`config.mk`:
```
export PLATFORM = sky130hd
export DESIGN_NAME = neuron_mac_seq
export DESIGN_NICKNAME = d
export VERILOG_FILES = /design/src/rtl/neuron_mac_seq.sv
export SDC_FILE = /design/constraint.sdc
export NUM_CORES = 1
export LEC_CHECK = 0
export ABC_AREA = 1
export CAP_MARGIN = 15
export CORE_ASPECT_RATIO = 0.8
export CORE_MARGIN = 2
export CORE_UTILIZATION = 45
export DETAILED_ROUTE_END_ITERATION = 8
export GPL_TIMING_DRIVEN = 0
export PLACE_DENSITY = 0.73
export SYNTH_ARGS = -nofsm -noshare
export SYNTH_HDL_FRONTEND = slang
export SYNTH_SLANG_ARGS = --single-unit
```
`constraint.sdc`:
```
create_clock -name clk -period 8.7 [get_ports clk]
set_clock_uncertainty 0.15 [all_clocks]
set_input_delay 2.61 -clock clk [delete_from_list [all_inputs] [get_ports clk]]
set_output_delay 2.61 -clock clk [all_outputs]
set_load 0.02 [all_outputs]
```
`src/rtl/neuron_mac_seq.sv`:
```
// Sequential neuron evaluator: fetches bias then N weight/pixel pairs from
// single-cycle-latency memories, accumulates the signed dot product, hands it off.
module neuron_mac_seq #(
    parameter int unsigned MAX_FANIN = 400,
    parameter int unsigned ACC_W     = 32
) (
    input  logic                    clk,
    input  logic                    rst,
    input  logic                    start,
    input  logic [8:0]              fan_in,
    output logic                    busy,
    output logic                    err,
    output logic                    mem_rd,
    output logic [8:0]              w_addr,
    output logic [8:0]              x_addr,
    input  logic [8:0]              w_data,
    input  logic [7:0]              x_data,
    output logic                    out_valid,
    input  logic                    out_ready,
    output logic signed [ACC_W-1:0] result
);

    localparam int unsigned AW = 9;
    localparam int unsigned PW = 18;

    typedef enum logic [2:0] {
        IDLE  = 3'd0,
        BIAS  = 3'd1,
        MAC   = 3'd2,
        DRAIN = 3'd3,
        OUT   = 3'd4
    } state_t;

    state_t          state, state_d;
    logic [AW-1:0]   n_q, n_d;
    logic [AW-1:0]   idx_q, idx_d;
    logic            fan_ok;
    logic            err_d, busy_d, mem_rd_d, out_valid_d;
    logic [AW-1:0]   w_addr_d, x_addr_d;
    logic            rd_bias_q, rd_mac_q;
    logic signed [8:0]    w_sgn;
    logic signed [PW-1:0] prod;

    assign fan_ok = (fan_in != '0) && (32'(fan_in) <= MAX_FANIN);

    // Next state, sequencing counters and the next value of every registered output
    always_comb begin
        state_d     = state;
        n_d         = n_q;
        idx_d       = idx_q;
        err_d       = 1'b0;
        unique case (state)
            IDLE: begin
                if (start) begin
                    if (fan_ok) begin
                        n_d     = fan_in;
                        idx_d   = '0;
                        state_d = BIAS;
                    end else begin
                        err_d   = 1'b1;
                    end
                end
            end
            BIAS: begin
                idx_d   = '0;
                state_d = MAC;
            end
            MAC: begin
                if (idx_q == AW'(n_q - AW'(1))) begin
                    state_d = DRAIN;
                end else begin
                    idx_d = AW'(idx_q + AW'(1));
                end
            end
            DRAIN: state_d = OUT;
            OUT: begin
                if (out_ready) begin
                    state_d = IDLE;
                end
            end
            default: state_d = IDLE;
        endcase

        busy_d      = (state_d != IDLE);
        out_valid_d = (state_d == OUT);
        mem_rd_d    = (state_d == BIAS) || (state_d == MAC);
        w_addr_d    = (state_d == MAC) ? AW'(idx_d + AW'(1)) : '0;
        x_addr_d    = (state_d == MAC) ? idx_d : '0;
    end

    // State and registered outputs
    always_ff @(posedge clk) begin
        if (rst) begin
            state     <= IDLE;
            n_q       <= '0;
            idx_q     <= '0;
            busy      <= 1'b0;
            err       <= 1'b0;
            mem_rd    <= 1'b0;
            w_addr    <= '0;
            x_addr    <= '0;
            out_valid <= 1'b0;
        end else begin
            state     <= state_d;
            n_q       <= n_d;
            idx_q     <= idx_d;
            busy      <= busy_d;
            err       <= err_d;
            mem_rd    <= mem_rd_d;
            w_addr    <= w_addr_d;
            x_addr    <= x_addr_d;
            out_valid <= out_valid_d;
        end
    end

    // Memory data arrives one cycle after the read; tags record what it answers
    assign w_sgn = $signed(w_data);
    assign prod  = PW'(w_sgn) * PW'($signed({1'b0, x_data}));

    always_ff @(posedge clk) begin
        if (rst) begin
            rd_bias_q <= 1'b0;
            rd_mac_q  <= 1'b0;
            result    <= '0;
        end else begin
            rd_bias_q <= (state == BIAS);
            rd_mac_q  <= (state == MAC);
            if (rd_bias_q) begin
                result <= ACC_W'(w_sgn);
            end else if (rd_mac_q) begin
                result <= result + ACC_W'(prod);
            end
        end
    end

endmodule

```
# [Word level (Yosys, flattened, before mapping)]
# Cells that the tools add are included.
[totals] ff_bits=77 in_bits=30 out_inout_bits=54 elab_cells=50
[op_classes] addsub=4 mul=1 order_cmp=1 n_eq_ne=8 n_mux=12 bitwise_logic=3 n_reduce_logical=9
[op_table] op="$mux 32" count=2
[op_table] op="$add 32x18->32" count=1
[op_table] op="$mux 9" count=3
[op_table] op="$pmux 9 s3" count=1
[op_table] op="$add 9x1->9 const B" count=2
[op_table] op="$mul 9x9->18" count=1
[op_table] op="$pmux 3 s5" count=1
[op_table] op="$mux 3" count=4
[op_table] op="$eq 3x2->1 const B" count=3
[op_table] op="$eq 9x9->1" count=1
[op_table] op="$le 9x9->1 const B" count=1
[op_table] op="$reduce_bool 9->1" count=1
[op_table] op="$sub 9x1->9 const B" count=1
[op_table] op="$eq 3x1->1 const B" count=2
[op_table] op="$eq 3x3->1 const B" count=2
[op_table] op="$logic_not 3->1" count=1
[op_table] op="$not 1->1" count=3
[op_table] op="$reduce_and 3->1" count=1
[op_table] op="$reduce_bool 3->1" count=1
[op_table] op="$reduce_or 3->1" count=1
[op_table] op="$reduce_bool 2->1" count=1
[op_table] op="$reduce_or 2->1" count=1
[op_table] op="$logic_and 1x1->1" count=1
[op_table] op="$logic_or 1x1->1" count=1
[op_table] op="$mux 1" count=1

# [Longest topological paths before layout]
# Gate-level depths: netlist of the first run.
[depth] word_depth=8 mapped_depth=25 mapped_depth_nobuf=24

# [Least setup slack after synthesis of the first run]
# No wires, ideal clock.
[synth_path] path_kind="input port to flip-flop" start="input w_data[8]" end="register result[31]" setup_time_ns=0.123 arrival_time_ns=7.759 required_time_ns=8.427 path_slack_ns=0.668 cell_stages=17 path_buffers=1 path_cell_list="clkbuf_1 > nand2_1 > fa_1 > fa_1 > fa_1 > fa_1 > inv_1 > fa_1 > ha_1 > nand2_1 > nor4_1 > nand3_1 > nand3_1 > a31oi_1 > or2_2 > nand3_1 > a21oi_1"
[synth_via] elab_chain_cells=4
[synth_rtl] item="start: declaration" line_no="16" rtl="input logic [8:0] w_data,"
[synth_rtl] item="$mul 9x9->18" line_no="118" rtl="assign prod = PW'(w_sgn) * PW'($signed({1'b0, x_data}));"
[synth_rtl] item="$add 32x18->32" line_no="131" rtl="result <= result + ACC_W'(prod);"
[synth_rtl] item="$mux 32" line_no="130" rtl="end else if (rd_mac_q) begin"
[synth_rtl] item="$mux 32 *" line_no="128" rtl="if (rd_bias_q) begin"
[synth_rtl] item="end signal: assignment" line_no="129" rtl="result <= ACC_W'(w_sgn);"
[synth_rtl] item="end signal: assignment" line_no="131"
[synth_rtl] item="end: declaration" line_no="20" rtl="output logic signed [ACC_W-1:0] result"
# Every way passes the cells marked *; elsewhere a longest branch is shown, timed or not. The select of a mux whose other input is x is not followed.
# A chain may end at the register's enable or synchronous reset.

# [Final worst setup path of the first run]
[layout_path] start="input x_data[0]" end="register result[24]"
[layout_via] elab_chain_cells=4
[layout_rtl] item="start: declaration" line_no="17" rtl="input logic [7:0] x_data,"
[layout_rtl] item="$mul 9x9->18" line_no="118"
[layout_rtl] item="$add 32x18->32" line_no="131"
[layout_rtl] item="$mux 32" line_no="130"
[layout_rtl] item="$mux 32" line_no="128"
# No other way between the ends. The select of a mux whose other input is x is not followed.

==> reports/metrics.yaml, run 1 <==
status:
  status: "complete, no violations"
layout:
  diodes: 0
  drive_gt1_frac: 0.0560
  n_fill_cell: 1711
  area_delta_synth_final_pct: 15.2
  post-route-util: 0.526
  finalInstanceArea_sq_mm: 0.00947
  final_nets: 1393
global_route:
  gr-total-overflow: 0
  grt_pass1_wl_um: 35400
  grt_max_degree: 17
  grt_pass1_vias: 7018
  grtUsageTotal: 0.225
  antenna_found_initial: 0
logic_synthesis:
  yosys.area_share.simple: 0.231
  ys_types: 37
  synthCells: 1132
  synth_top_family_by_area: "adder cells"
  synth_compound_gate_area_share: 0.124
  synth_area_leaders: "fa_1 (19%), dfxtp_1 (19%), ha_1 (11%)"
  ys_seq_area_frac: 0.188
  synth-adder-area-share: 0.306
  synth_common_cells: "nand2_1 (233), inv_1 (218), a21oi_1 (101)"
  synth_ff_type: "dfxtp_1"
  synth_edf_count: 0
  synth.top_cell.area_share: 0.195
  async_flop_share: 0
  ys_ff_latch: 77
  syn_area_sq_mm: 0.00821
  synthMuxAreaShare: 0
  synth_xor_area_frac: 0.0320
  avgSynthCellArea_sq_um: 7.26
  syn_nets: 1315
  yosys_warnings: 0
  synth_most_common_cell: "nand2_1"
  synth_top_area_cell: "fa_1"
route:
  routed_wl_um: 21000
  vias: 7434
  drt_iter0_drc: 651
  vias_per_cell: 5.14
  firstDrtPassIters: 5
  drtAntennaViolNets: 0
  wl_per_cell_um: 14.6
  drc: 0
cts:
  cts.sinks: 77
  cts-htree-levels: 3
  clockRootBuffer: "clkbuf_16"
  clk_latency_ns: 0.34
  cts_buffer_depth: 2
  holdBufCountCts: 0
  cts_buffers: 9
  clk_pin_slew_ns: 0.06
  cts_tree: "built"
sta:
  timing.hold.ws_ns: 0.349
  max_freq_ghz: 0.122
  finalSetupTns_ns: 0
  grt_setup_unrepaired: "false"
  drv_slew: 0
  maxSlewHeadroom: 0.523
  worstMarginPinSlew_ns: 0.715
  fin_crit_sh: 0.942
  hold_viol_final: 0
  setup_violations: 0
  min_period_ns: 8.19
placement:
  portBuffers: 65
  placedInstanceArea_sq_mm: 0.00915
  place_congestion: 0.944
  post-dp-hpwl_um: 17000
pwr:
  p_leak_uw: 0.00482
  power_density_mw_per_mm2: 335
  ir_drop_uv: 244
setup_path:
  path_class: "in -> reg"
  crit_required_ns: 8.75
  worstPathArrival_ns: 8.24
  cp_max_fo: 9
  end_kind: "register"
  crit_path_start_kind: "input pin"
floorplanning:
  rows: 44
  die_y_um: 125
  core_area_sq_mm: 0.0180
  start_util: 0.456
  dieArea_sq_mm: 0.0194
  die_w_um: 155
  ios: 84
job:
  cap_violations: 0
hold_path:
  hold_path_class: "reg -> reg"
## cells by family after synthesis
kind of cell | after synthesis
AOI/OAI and AO/OA | 188
xor gates and xnor gates | 30
and+or+nand+nor | 426
DFF | 77
adders and majority gates | 153
buffers and inverters | 258
## timing repair
action,4_1_cts,5_1_grt
endpoints found under the hold margin,0,0
setup endpoints to repair,0,10
setup buffers,0,2
resized for setup,0,4
## per-stage QoR
step / power [uW] / cells / setup slack [ns]
CTS: 3140 / 1443 / 0.0164
floorplan: 2230 / 1132 / 0.668
global route: 3580 / 1445 / 0.0934
global placement: 2700 / 1427 / -0.223
finish: 3170 / 1445 / 0.507
detailed placement: 2750 / 1427 / -0.305
## placed cells by master, fill, tap and decap left out, drive strengths merged, types with 49 or more instances in the layout
cell / Yosys / final
fa: 80 / 80
nand2: 248 / 248
nand3: 49 / 49
clkdlybuf4s50: 0 / 65
a21oi: 101 / 101
nor2: 89 / 89
inv: 222 / 224
dfxtp: 77 / 77
ha: 73 / 73
o21ai: 51 / 51
## layout make-up
| type | instances | area [sq um] | share of cell area |
|---|---|---|---|
| Buffer | 35 | 143 | 0.0151 |
| Clock buffer | 9 | 225 | 0.0238 |
| Clock inverter | 7 | 65.1 | 0.00687 |
| Inverter | 223 | 845 | 0.0892 |
| Multi-Input combinational cell | 797 | 5690 | 0.602 |
| Sequential cell | 77 | 1540 | 0.163 |
| Tap cell | 230 | 288 | 0.0304 |
| Timing Repair Buffer | 67 | 666 | 0.0703 |
## routing by layer
metal | up-vias | global-route usage | share of wire
met4 | 0 | 0.0392 | 0.010
li1 | 3701 | - | -
met3 | 20 | 0.0261 | 0.069
met1 | 3479 | 0.356 | 0.50
met5 | - | 0 | 0
met2 | 234 | 0.330 | 0.42
## report_power, final
| group | switching (uW) | internal [uW] |
|---|---|---|
| clock | 176 | 201 |
| sequential | 29.3 | 380 |
| combinational | 1490 | 899 |
| total | 1690 | 1480 |
## critical path, stage by stage
cell	delay [ns]
clkbuf_1	0.34
nand2_1	0.26
fa_1	0.61
fa_1	0.74
fa_1	0.53
fa_1	0.60
clkinvlp_4	0.22
fa_1	0.52
ha_1	0.38
a21oi_1	0.26
o21ai_0	0.13
a21oi_1	0.16
nand3_1	0.22
a21o_1	0.23
or2_2	0.27
nand3_1	0.08
a21oi_1	0.07
## final timing paths
kind         depth (start not counted)  slack (ns)                    from                       to
max reg2reg                         14        5.23  result[5]$_SDFFE_PP0P_  result[26]$_SDFFE_PP0P_
min                                  2        0.35     n_q[1]$_SDFFE_PP0P_      n_q[1]$_SDFFE_PP0P_
max                                 17        0.51               x_data[0]  result[24]$_SDFFE_PP0P_
min reg2reg                          2        0.35     n_q[1]$_SDFFE_PP0P_      n_q[1]$_SDFFE_PP0P_
## flip-flops by register name (all words and copies together), names as in the netlist
name	cells
n_q	9
w_addr	9
result	32
busy	1
err	1
idx_q	9
mem_rd	1
out_valid	1
rd_mac_q	1
rd_bias_q	1
x_addr	9
state	3
Note: power is estimated with default switching activity, not from simulation.
==> run 2: changes to the inputs <==
- PLACE_DENSITY: 0.73 -> 0.66
==> reports/metrics.yaml, run 2 (synthesis results as in run 1) <==
cts:
  cts_tree: "built"
  cts.sinks: 77
  cts-htree-levels: 3
  holdBufCountCts: 0
  cts_buffers: 9
  clockRootBuffer: "clkbuf_16"
  clk_pin_slew_ns: 0.07
  clk_latency_ns: 0.34
  cts_buffer_depth: 2
route:
  firstDrtPassIters: 5
  wl_per_cell_um: 14.5
  routed_wl_um: 20900
  drc: 0
  drtAntennaViolNets: 0
  drt_iter0_drc: 470
  vias_per_cell: 5.05
  vias: 7298
setup_path:
  cp_max_fo: 9
  cp_top_family: "adder cells"
  path_buf_inv: 2
  crit_required_ns: 8.76
  r2r.worst_path.cells: 15
  critPathMaxStageDelay_ns: 0.73
  cpMostUsedCell: "fa_1"
  crit_cells: 18
  worstPathArrival_ns: 8.34
  crit_path_start_kind: "input pin"
  path_class: "in -> reg"
  cpMaxStageDelayCell: "fa_1"
  end_kind: "register"
  crit_chain: "clkbuf_1, nand2_1, fa_1, fa_1, fa_1, fa_1, clkinvlp_4, fa_1, ha_1, nand2_1, nor3_1, nand4_1, nand3_1, nand3_1, o211ai_1, a21oi_1, o21ai_0, a21oi_1"
sta:
  max_freq_ghz: 0.121
  grt_setup_unrepaired: "false"
  setup_violations: 0
  maxSlewHeadroom: 0.511
  fin_crit_sh: 0.952
  drv_slew: 0
  hold_viol_final: 0
  worstMarginPinSlew_ns: 0.734
  min_period_ns: 8.28
layout:
  largest_reg_flops: 32
  post-route-util: 0.526
  area_delta_synth_final_pct: 15.2
  mostFrequentLayoutCells: "nand2_1 (233), inv_1 (216), a21oi_1 (101)"
  final_common_cell: "nand2_1"
  final_cells: 1444
  diodes: 0
  drive_gt1_frac: 0.0560
  n_fill_cell: 1808
  regMostFlops: "result"
  final_nets: 1392
pwr:
  ir_drop_uv: 243
  p_leak_uw: 0.00482
  power_density_mw_per_mm2: 334
  power_uw: 3160
floorplanning:
  ios: 84
  dieArea_sq_mm: 0.0194
  start_util: 0.456
  die_w_um: 155
  core_area_sq_mm: 0.0180
  die_y_um: 125
  rows: 44
placement:
  portBuffers: 65
  dp_cells: 1427
  post-dp-hpwl_um: 17300
  place_congestion: 0.927
hold_path:
  holdPathStages: 2
  hold_path_class: "reg -> reg"
global_route:
  grt_max_degree: 17
  grtUsageTotal: 0.229
  gr-total-overflow: 0
  grt_pass1_wl_um: 36000
  grt_pass1_vias: 7118
  antenna_found_initial: 0
status:
  status: "complete, no violations"
job:
  cap_violations: 0
-- run 2: cell count changes in the layout (fill, tap and decap cells not counted), sizes merged --
cell,before,now
buf,5,4
-- run 2: final cells by class --
class | instances | area (sq um) | share of cell area
flip-flops and latches | 77 | 1540 | 0.163
plain buffers | 35 | 143 | 0.0151
multi-input cells | 797 | 5700 | 0.602
inverters | 223 | 845 | 0.0892
well taps | 230 | 288 | 0.0304
clock buffers | 9 | 225 | 0.0238
repair buffers | 66 | 658 | 0.0695
clock inverters | 7 | 65.1 | 0.00687
-- run 2: timing repair --
| item | 4_1_cts | 5_1_grt |
|---|---|---|
| gates resized for setup | 0 | 5 |
| hold endpoints to repair | 0 | 0 |
| buffers inserted | 0 | 1 |
| setup endpoints to repair | 0 | 9 |
-- run 2: per-layer routing --
layer / wire length, um / vias to the layer above / track usage / part of all wire
met4: 193 / 0 / 0.0376 / 0.0092
met2: 8450 / 185 / 0.327 / 0.40
met5: 0 / - / 0 / 0
met3: 1010 / 19 / 0.0251 / 0.048
met1: 11300 / 3388 / 0.373 / 0.54
li1: - / 3706 / - / -
-- run 2: worst min-delay path: stages (launching register included) --
cell and delay [ns]:
dfxtp_1 0.32, nand2_1 0.07, a21oi_1 0.05
-- run 2: path summary, 6_finish.rpt --
kind | from | end | slack (ns)
max | x_data[0] | result[28]$_SDFFE_PP0P_ | 0.42
min reg2reg | n_q[8]$_SDFFE_PP0P_ | n_q[8]$_SDFFE_PP0P_ | 0.34
min | n_q[8]$_SDFFE_PP0P_ | n_q[8]$_SDFFE_PP0P_ | 0.34
max reg2reg | result[10]$_SDFFE_PP0P_ | result[26]$_SDFFE_PP0P_ | 5.25
-- run 2: stage by stage --
step           cell area (sq um)  setup TNS [ns]  setup slack [ns]  hold slack [ns]
2_1_floorplan               8210               0             0.668            0.303
3_3_place_gp                9150           -1.06            -0.243            0.322
3_5_place_dp                9150           -1.20            -0.272            0.332
4_1_cts                     9440               0            0.0673            0.342
5_1_grt                     9470               0            0.0292            0.375
6_report                    9470               0             0.419            0.338
-- run 2: power by group --
part,internal (uW),switching (uW)
logic,888,1490
clock network,201,174
registers,380,29.0
